===== src/rtl/stride.sv =====
// stride: bit-decimation block. Keeps one bit out of every STRIDE-bit group
// of a LEN-bit word and packs the kept bits, LSB group first, into a
// LEN/STRIDE-bit registered output with a one-cycle valid strobe.
// The runtime phase selects which bit of each group is kept; phase codes
// >= STRIDE select bit 0, so unused codes never produce X.
// Optional macro STRIDE_PARITY_EN adds a registered parity output
// (strided_par) covering the selected bits.

// Per-group selector: picks bit p out of one STRIDE-bit group.
module stride_lane #(
  parameter int STRIDE = 2,
  parameter int PW     = 1
) (
  input  logic [STRIDE-1:0] grp,
  input  logic [PW-1:0]     p,
  output logic              sel
);

  // One-hot style mux; p is already clamped into 0..STRIDE-1 by the caller.
  always_comb begin
    sel = 1'b0;
    for (int j = 0; j < STRIDE; j++) begin
      if (p == PW'(j)) sel = grp[j];
    end
  end

endmodule

module stride #(
  parameter int  LEN    = 8,
  parameter int  STRIDE = 2,
  localparam int NG     = (STRIDE >= 1) ? LEN / STRIDE : 1,
  localparam int PW     = (STRIDE > 1) ? $clog2(STRIDE) : 1
) (
  input  logic          clk,
  input  logic          rst,
  input  logic          in_valid,
  input  logic [PW-1:0] phase,
  input  logic [LEN-1:0] in,
  output logic [NG-1:0] strided_out,
`ifdef STRIDE_PARITY_EN
  output logic          strided_par,
`endif
  output logic          out_valid
);

  // Reject geometries that cannot be split into whole groups.
  generate
    if (LEN < 1) begin : g_bad_len
      $error("stride: LEN must be >= 1");
    end
    if (STRIDE < 1) begin : g_bad_stride
      $error("stride: STRIDE must be >= 1");
    end else if (LEN % STRIDE != 0) begin : g_bad_div
      $error("stride: STRIDE must divide LEN exactly");
    end
  endgenerate

  logic [PW-1:0] p_eff;
  logic [NG-1:0] sel;

  // Out-of-range phase codes fall back to bit 0 of each group.
  always_comb begin
    p_eff = '0;
    if (int'(phase) < STRIDE) p_eff = phase;
  end

  // One selector per output bit; group i spans in[i*STRIDE +: STRIDE].
  for (genvar i = 0; i < NG; i++) begin : g_lane
    stride_lane #(
      .STRIDE(STRIDE),
      .PW    (PW)
    ) u_lane (
      .grp(in[i*STRIDE +: STRIDE]),
      .p  (p_eff),
      .sel(sel[i])
    );
  end

  // Output register: reset wins, otherwise load on in_valid and hold when idle.
  always_ff @(posedge clk) begin
    if (rst) begin
      strided_out <= '0;
      out_valid   <= 1'b0;
    end else begin
      out_valid <= in_valid;
      if (in_valid) strided_out <= sel;
    end
  end

`ifdef STRIDE_PARITY_EN
  // Parity of the selected bits, updated alongside strided_out.
  always_ff @(posedge clk) begin
    if (rst)           strided_par <= 1'b0;
    else if (in_valid) strided_par <= ^sel;
  end
`endif

endmodule


===== config.mk =====
export PLATFORM = sky130hd
export DESIGN_NAME = stride
export DESIGN_NICKNAME = d
export VERILOG_FILES = /design/src/rtl/stride.sv
export SDC_FILE = /design/constraint.sdc
export NUM_CORES = 1
export LEC_CHECK = 0
export ABC_AREA = 1
export CAP_MARGIN = 20
export CORE_AREA = 2 2 39 41
export DETAILED_ROUTE_END_ITERATION = 8
export DIE_AREA = 0 0 41 43
export DONT_BUFFER_PORTS = 1
export GPL_TIMING_DRIVEN = 1
export SETUP_SLACK_MARGIN = 0.4
export SYNTH_ARGS = -nofsm -noshare
export SYNTH_HDL_FRONTEND = slang
export SYNTH_HIERARCHICAL = 1
export SYNTH_SLANG_ARGS = --single-unit

===== constraint.sdc =====
create_clock -name clk -period 0.8 [get_ports clk]
set_input_delay 0.12 -clock clk [delete_from_list [all_inputs] [get_ports clk]]
set_output_delay 0.12 -clock clk [all_outputs]
set_load 0.02 [all_outputs]

==> impl_metrics.prom, run 1 <==
# TYPE chip_impl_metric gauge
chip_impl_metric{name="crit_fanout",unit=""} 2
chip_impl_metric{name="port-buffer-count",unit=""} 0
chip_impl_metric{name="worstRegToRegCells",unit=""} 2
chip_impl_metric{name="layout_setup_ws",unit="ns"} 0.0629
chip_impl_metric{name="detailedPlacementHpwl",unit="µm"} 388
chip_impl_metric{name="worst_reg2reg_setup_slack",unit="ns"} 0.20
chip_impl_metric{name="gp_congestion",unit=""} 0.651
chip_impl_info{name="violated_checks",value="negative hold slack"} 1
chip_impl_metric{name="grt_first_pass_wirelength",unit="µm"} 724
chip_impl_metric{name="antenna-diode-count",unit=""} 0
chip_impl_info{name="largest_family_of_logic_cells_by_synthesized_area",value="simple AND/OR/NAND/NOR gates"} 1
chip_impl_metric{name="synth_sequential_area_ratio",unit=""} 0.374
chip_impl_info{name="critical_path_class",value="reg -> out"} 1
chip_impl_metric{name="cts_buffers",unit=""} 3
chip_impl_metric{name="synth_area_per_cell",unit="µm²"} 5.95
chip_impl_metric{name="drive_above_1_share",unit=""} 0.333
chip_impl_metric{name="ys_ff_latch",unit=""} 5
chip_impl_metric{name="floorplan.die.width",unit="µm"} 41
chip_impl_metric{name="grt_max_degree",unit=""} 10
chip_impl_metric{name="max-clock-path-buffers",unit=""} 2
chip_impl_metric{name="worst_hold_slack_after_final_layout",unit="ns"} -0.0623
chip_impl_metric{name="ys.warnings.count",unit=""} 6
chip_impl_metric{name="cp_data_required_time",unit="ns"} 0.68
chip_impl_metric{name="maxCapViolCount",unit=""} 0
chip_impl_metric{name="grt_residual_overflow",unit=""} 0
chip_impl_info{name="crit_path_end_kind",value="primary output"} 1
chip_impl_metric{name="worst-path-stages",unit=""} 0
chip_impl_info{name="hold_path.class",value="in -> reg"} 1
chip_impl_metric{name="clkTransAtPathRegs",unit="ns"} 0.04
chip_impl_metric{name="initial_util",unit=""} 0.193
chip_impl_metric{name="report.final.slew_viol_count",unit=""} 0
chip_impl_metric{name="multi_input_logic_area",unit="µm²"} 126
chip_impl_metric{name="detailedRoute.firstPassIterationCount",unit=""} 1
chip_impl_metric{name="summed_negative_setup_slack_over_all_endpoints",unit="ns"} 0
chip_impl_metric{name="worst_slew_margin_rel",unit=""} 0.928
chip_impl_metric{name="worst_slew_pin_slew",unit="ns"} 0.107
chip_impl_info{name="clock-root-buffer",value="clkbuf_4"} 1
chip_impl_info{name="layout.cells.most_common_list",value="nand2_1, inv_1, nor2_1, dfxtp_4, nor2_2"} 1
chip_impl_metric{name="postSynthCellCount",unit=""} 45
chip_impl_info{name="unrepaired_setup_endpoints_after_global_routing",value="yes"} 1
chip_impl_metric{name="source_to_sink_clock_delay_at_the_later_pin_of_the_worst_skew_pair",unit="ns"} 0.24
chip_impl_metric{name="pre_cts_slack",unit="ns"} 0.206
chip_impl_metric{name="post-layout-total-power",unit="mW"} 0.648
chip_impl_metric{name="htree_num_levels",unit=""} 1
chip_impl_metric{name="route.detailed.vias_per_inst",unit=""} 3.45
chip_impl_metric{name="layout_worst_path_cycle_share",unit=""} 0.921
chip_impl_metric{name="layout-area-overhead-vs-synth",unit="%"} 22.9
chip_impl_metric{name="synth.net_count",unit=""} 57
chip_impl_metric{name="synth_compound_gate_area_share",unit=""} 0
chip_impl_metric{name="drt-wirelength-per-cell",unit="µm"} 7.52
chip_impl_metric{name="p_per_area",unit="nW/µm²"} 1970
chip_impl_metric{name="regArea",unit="µm²"} 119
chip_impl_metric{name="die_height",unit="µm"} 43
chip_impl_metric{name="post_synth_top_area_share",unit=""} 0.374
chip_impl_metric{name="synthXorXnorAreaFrac",unit=""} 0
chip_impl_info{name="setup.worst_path.start",value="strided_out[3]$_SDFFE_PP0P_"} 1
chip_impl_metric{name="period_needed",unit="ns"} 0.737
chip_impl_metric{name="clock_skew",unit="ns"} 0
chip_impl_info{name="r2r-end",value="strided_out[2]$_SDFFE_PP0P_"} 1
chip_impl_info{name="cts_tree",value="yes"} 1
chip_impl_metric{name="report.final.setup_viol",unit=""} 0
chip_impl_metric{name="cts_post_setup_buffers_inserted",unit=""} 0
chip_impl_metric{name="rows",unit=""} 14
chip_impl_metric{name="n_fill_cell",unit=""} 165
chip_impl_metric{name="synthMuxAreaShare",unit=""} 0
chip_impl_metric{name="worst_ep_arrival_time",unit="ns"} 0.62
chip_impl_metric{name="boundaryPins",unit=""} 17
chip_impl_info{name="synth_top_area_cell",value="dfxtp_1"} 1
chip_impl_metric{name="synth_area",unit="µm²"} 268
chip_impl_info{name="leading_post_synthesis_cells_by_cell_area",value="dfxtp_1, nand2_1, inv_1, nor2_1, nand2_2"} 1
chip_impl_metric{name="ir_drop",unit="V"} 0.000341
chip_impl_metric{name="antenna_found_initial",unit=""} 0
chip_impl_metric{name="synthAdderAreaFrac",unit=""} 0
chip_impl_metric{name="max_freq",unit="MHz"} 1360
chip_impl_info{name="critical_register_to_register_path_startpoint",value="strided_out[2]$_SDFFE_PP0P_"} 1
chip_impl_metric{name="drt-initial-drc-count",unit=""} 0
chip_impl_metric{name="p_leak",unit="nW"} 0.185
chip_impl_metric{name="fin_util",unit=""} 0.238
chip_impl_metric{name="vias",unit=""} 221
chip_impl_metric{name="yosys.area_share.simple",unit=""} 0.444
chip_impl_info{name="run_status",value="finished, violations left"} 1
chip_impl_info{name="start_kind",value="flip-flop"} 1
chip_impl_info{name="layout_commonest_cell",value="nand2_1"} 1
chip_impl_metric{name="hold_violations",unit=""} 2
chip_impl_metric{name="first_global_vias",unit=""} 199
chip_impl_metric{name="routed_wirelength",unit="µm"} 481
chip_impl_metric{name="coreArea",unit="µm²"} 1380
chip_impl_info{name="endpoint",value="strided_out[3]"} 1
chip_impl_metric{name="nNetsFinal",unit=""} 61
chip_impl_metric{name="grt_usage",unit=""} 0.0622
chip_impl_metric{name="dieArea",unit="µm²"} 1760
chip_impl_metric{name="post_synth_num_cell_types",unit=""} 7
chip_impl_metric{name="antenna_violating_nets_post_route",unit=""} 0
chip_impl_metric{name="clock_sinks",unit=""} 5
chip_impl_metric{name="drc",unit=""} 0
cell type report:
cell class                      instances  area share
Tap cell                               16      0.0608
Inverter                               10       0.114
Sequential cell                         5       0.361
Clock buffer                            4      0.0798
Multi-Input combinational cell         29       0.384
worst reg2reg max path, stage by stage, from the launching register on:
cell	delay, ns
dfxtp_4	0.36
nor2_1	0.08
nor2_1	0.05
flip-flops by register name, indices dropped and copies added (netlist names):
register / count
out_valid: 1
strided_out: 4
metrics by stage:
step | cell area [µm²] | hold slack, ns | std cells
2_1_floorplan | 290 | 0.181 | 45
3_3_place_gp | 290 | 0.183 | 60
3_5_place_dp | 290 | 0.183 | 60
4_1_cts | 324 | -0.0717 | 64
5_1_grt | 329 | -0.0673 | 64
6_report | 329 | -0.0623 | 64
logic make-up (layout without fill, tap and decap cells):
group                  Yosys count  in the layout
buffers and inverters           11             14
flip-flops                       5              5
AND/OR/NAND/NOR                 29             29
how the worst min path moves through the flow:
stage	start	endpoint	slack [ns]	cells past startpoint
after floorplan	rst	out_valid$_SDFF_PP0_	0.18	1
after global placement	rst	out_valid$_SDFF_PP0_	0.18	1
after detailed placement	rst	out_valid$_SDFF_PP0_	0.18	1
after CTS	rst	out_valid$_SDFF_PP0_	-0.07	1
after global routing	rst	out_valid$_SDFF_PP0_	-0.07	1
final	rst	out_valid$_SDFF_PP0_	-0.06	1
power breakdown:
part / internal [mW] / leakage, nW / switching (mW)
clock: 0.188 / 0.0150 / 0.0990
combinational: 0.0301 / 0.125 / 0.0335
sequential: 0.264 / 0.0446 / 0.0332
total: 0.483 / 0.185 / 0.166
synthesized netlist by cell type:
library cell	instances
dfxtp_1	5
inv_1	10
nor2_2	1
nor2_1	8
nand2_1	17
buf_6	1
nand2_2	3
layer usage:
layer  vias up  part of all wire  wire length (µm)  global-route usage
met2        14              0.43               209              0.0719
li1        129                 -                 -                   -
met4         0             0.029                14              0.0800
met1        76              0.40               194              0.0801
met3         2              0.13                62              0.0105
met5         -                 0                 0                   0
what timing repair did:
action	in CTS	in global routing
resized for setup	3	2
endpoints found under the hold margin	2	2
setup endpoints to repair	9	9
(Power assumes the default switching activity.)
==> inputs of run 2 (changes only) <==
REMOVE_ABC_BUFFERS = 1   (was default)
TNS_END_PERCENT = 100   (was default)
==> impl_metrics.prom, run 2 (synthesized netlist as in run 1, its figures left out) <==
# TYPE chip_impl_metric gauge
chip_impl_metric{name="hold_depth",unit=""} 1
chip_impl_info{name="hold_start",value="rst"} 1
chip_impl_metric{name="clock_skew",unit="ns"} 0
chip_impl_metric{name="hold_violations",unit=""} 1
chip_impl_metric{name="layout_setup_ws",unit="ns"} -0.000997
chip_impl_metric{name="worst_reg2reg_setup_slack",unit="ns"} 0.21
chip_impl_metric{name="worst_slew_pin_slew",unit="ns"} 0.111
chip_impl_info{name="violated_checks",value="negative hold slack, negative setup slack"} 1
chip_impl_metric{name="antenna_violating_nets_post_route",unit=""} 0
chip_impl_info{name="largest_register",value="strided_out"} 1
chip_impl_info{name="critical_path.slowest_cell",value="dfxtp_2"} 1
chip_impl_metric{name="antenna-diode-count",unit=""} 0
chip_impl_info{name="unrepaired_setup_endpoints_after_global_routing",value="yes"} 1
chip_impl_info{name="critical_path_class",value="reg -> out"} 1
chip_impl_info{name="run_status",value="finished, violations left"} 1
chip_impl_metric{name="report.final.slew_viol_count",unit=""} 0
chip_impl_metric{name="layout_worst_path_cycle_share",unit=""} 1.00
chip_impl_metric{name="drive_above_1_share",unit=""} 0.327
chip_impl_metric{name="grt_usage",unit=""} 0.0763
chip_impl_info{name="layout.cells.most_common_list",value="nand2_1, inv_1, nor2_1"} 1
chip_impl_info{name="layout_commonest_cell",value="nand2_1"} 1
chip_impl_metric{name="max-clock-path-buffers",unit=""} 2
chip_impl_metric{name="crit_fanout",unit=""} 2
chip_impl_info{name="critical_register_to_register_path_startpoint",value="strided_out[1]$_SDFFE_PP0P_"} 1
chip_impl_metric{name="worstRegToRegCells",unit=""} 2
chip_impl_metric{name="drt-initial-drc-count",unit=""} 4
chip_impl_info{name="path_cells",value="buf_6"} 1
chip_impl_metric{name="dieArea",unit="µm²"} 1760
chip_impl_metric{name="clock_sinks",unit=""} 5
chip_impl_metric{name="p_per_area",unit="nW/µm²"} 1880
chip_impl_metric{name="fin_util",unit=""} 0.259
chip_impl_metric{name="summed_negative_setup_slack_over_all_endpoints",unit="ns"} -0.00130
chip_impl_metric{name="vias",unit=""} 265
chip_impl_metric{name="rows",unit=""} 14
chip_impl_metric{name="route.layer.met1.wl",unit="µm"} 199
chip_impl_info{name="highest_layer",value="met3"} 1
chip_impl_metric{name="coreArea",unit="µm²"} 1380
chip_impl_metric{name="drc",unit=""} 0
chip_impl_metric{name="largest_reg_flops",unit=""} 4
chip_impl_info{name="min_to",value="out_valid$_SDFF_PP0_"} 1
chip_impl_metric{name="worst_slew_margin_rel",unit=""} 0.925
chip_impl_metric{name="n_fill_cell",unit=""} 158
chip_impl_metric{name="htree_num_levels",unit=""} 1
chip_impl_metric{name="max_freq",unit="MHz"} 1250
chip_impl_info{name="largest_registers",value="strided_out (4), out_valid (1)"} 1
chip_impl_metric{name="report.final.setup_viol",unit=""} 2
chip_impl_metric{name="p_leak",unit="nW"} 0.210
chip_impl_metric{name="detailedRoute.firstPassIterationCount",unit=""} 2
chip_impl_metric{name="die_height",unit="µm"} 43
chip_impl_metric{name="worst_ep_arrival_time",unit="ns"} 0.68
chip_impl_metric{name="wl_met2",unit="µm"} 262
chip_impl_metric{name="floorplan.die.width",unit="µm"} 41
chip_impl_metric{name="grt_max_degree",unit=""} 10
chip_impl_metric{name="cts_post_setup_buffers_inserted",unit=""} 0
chip_impl_metric{name="grt_residual_overflow",unit=""} 0
chip_impl_metric{name="grt_first_pass_wirelength",unit="µm"} 897
chip_impl_metric{name="met3_wirelength",unit="µm"} 53
chip_impl_metric{name="source_to_sink_clock_delay_at_the_later_pin_of_the_worst_skew_pair",unit="ns"} 0.24
chip_impl_metric{name="critPathMaxStageDelay",unit="ns"} 0.33
chip_impl_metric{name="worst_hold_slack_after_final_layout",unit="ns"} -0.0580
chip_impl_info{name="cts_tree",value="yes"} 1
chip_impl_info{name="start_kind",value="flip-flop"} 1
chip_impl_metric{name="clkTransAtPathRegs",unit="ns"} 0.04
chip_impl_info{name="hold_path.class",value="in -> reg"} 1
chip_impl_metric{name="route.detailed.vias_per_inst",unit=""} 3.90
chip_impl_metric{name="initial_util",unit=""} 0.193
chip_impl_metric{name="gp_congestion",unit=""} 0.689
chip_impl_metric{name="cp_data_required_time",unit="ns"} 0.68
chip_impl_metric{name="critical_path_buf_inv_count",unit=""} 1
chip_impl_metric{name="antenna_found_initial",unit=""} 0
chip_impl_info{name="crit_path_end_kind",value="primary output"} 1
chip_impl_metric{name="layout-area-overhead-vs-synth",unit="%"} 34.1
chip_impl_info{name="clock-root-buffer",value="clkbuf_4"} 1
chip_impl_metric{name="detailedPlacementHpwl",unit="µm"} 422
chip_impl_info{name="cell_class_contributing_the_biggest_share_of_worst_path_delay",value="flip-flops"} 1
chip_impl_metric{name="routed_wirelength",unit="µm"} 514
chip_impl_metric{name="port-buffer-count",unit=""} 0
chip_impl_metric{name="cts_buffers",unit=""} 3
chip_impl_metric{name="ir_drop",unit="V"} 0.000780
chip_impl_metric{name="period_needed",unit="ns"} 0.801
chip_impl_metric{name="nNetsFinal",unit=""} 65
chip_impl_metric{name="maxCapViolCount",unit=""} 0
chip_impl_metric{name="first_global_vias",unit=""} 281
chip_impl_metric{name="drt-wirelength-per-cell",unit="µm"} 7.56
chip_impl_info{name="r2r-end",value="strided_out[1]$_SDFFE_PP0P_"} 1
chip_impl_metric{name="boundaryPins",unit=""} 17
-- run 2: changes by cell type in the layout (fill, tap and decap cells not counted) --
cell,change
inv_2,-1
dfxtp_2,+4
dfxtp_4,-4
nor2_2,-2
inv_1,+1
nor2_1,+2
buf_6,+4
-- run 2: stage by stage --
stage,cells,worst slack (ns),total power [mW],area (µm²),hold slack [ns]
finish,68,-0.000997,0.676,359,-0.0580
global route,68,-0.0250,0.725,359,-0.0691
CTS,68,-0.0119,0.694,357,-0.0678
detailed placement,64,0.222,0.388,307,0.197
global placement,64,0.225,0.386,307,0.193
floorplan,44,0.151,0.356,256,0.191
-- run 2: cell type report --
class / count / area, µm² / area share
clock buffer: 4 / 26.3 / 0.0732
inverter: 10 / 37.5 / 0.105
multi-input combinational: 29 / 121 / 0.338
sequential: 5 / 109 / 0.303
tap: 16 / 20.0 / 0.0557
timing repair buffer: 4 / 45.0 / 0.125
-- run 2: worst max path at each step --
stage,startpoint,endpoint,depth (start not counted)
after floorplan,strided_out[1]$_SDFFE_PP0P_,strided_out[1]$_SDFFE_PP0P_,2
after global placement,strided_out[1]$_SDFFE_PP0P_,strided_out[1]$_SDFFE_PP0P_,2
after detailed placement,strided_out[2]$_SDFFE_PP0P_,strided_out[2],1
after CTS,strided_out[2]$_SDFFE_PP0P_,strided_out[2],1
after global routing,strided_out[2]$_SDFFE_PP0P_,strided_out[2],1
final,strided_out[0]$_SDFFE_PP0P_,strided_out[0],1
-- run 2: where the power goes --
| part | leakage (nW) | switching (mW) | internal (mW) |
|---|---|---|---|
| sequential | 0.0433 | 0.0150 | 0.270 |
| clock | 0.0150 | 0.0925 | 0.188 |
| combinational | 0.151 | 0.0564 | 0.0543 |
| total | 0.210 | 0.164 | 0.512 |
-- run 2: repair_timing --
| action | in CTS | in global routing |
|---|---|---|
| gates resized for setup | 10 | 1 |
| setup endpoints to repair | 9 | 9 |
| cloned | 0 | 0 |
| pin swaps | 2 | 2 |
| hold endpoints to repair | 1 | 1 |
-- run 2: metal layers --
| layer | vias up | global-route usage |
|---|---|---|
| met4 | 0 | 0.0200 |
| met2 | 7 | 0.131 |
| met1 | 120 | 0.0611 |
| li1 | 138 | - |
| met5 | - | 0 |
| met3 | 0 | 0.0628 |
==> inputs of run 3 (changes only) <==
CTS_CLUSTER_SIZE = 16   (was default)
==> results of run 3 <==
Final layout, timing and power as in run 2 (identical DEF).
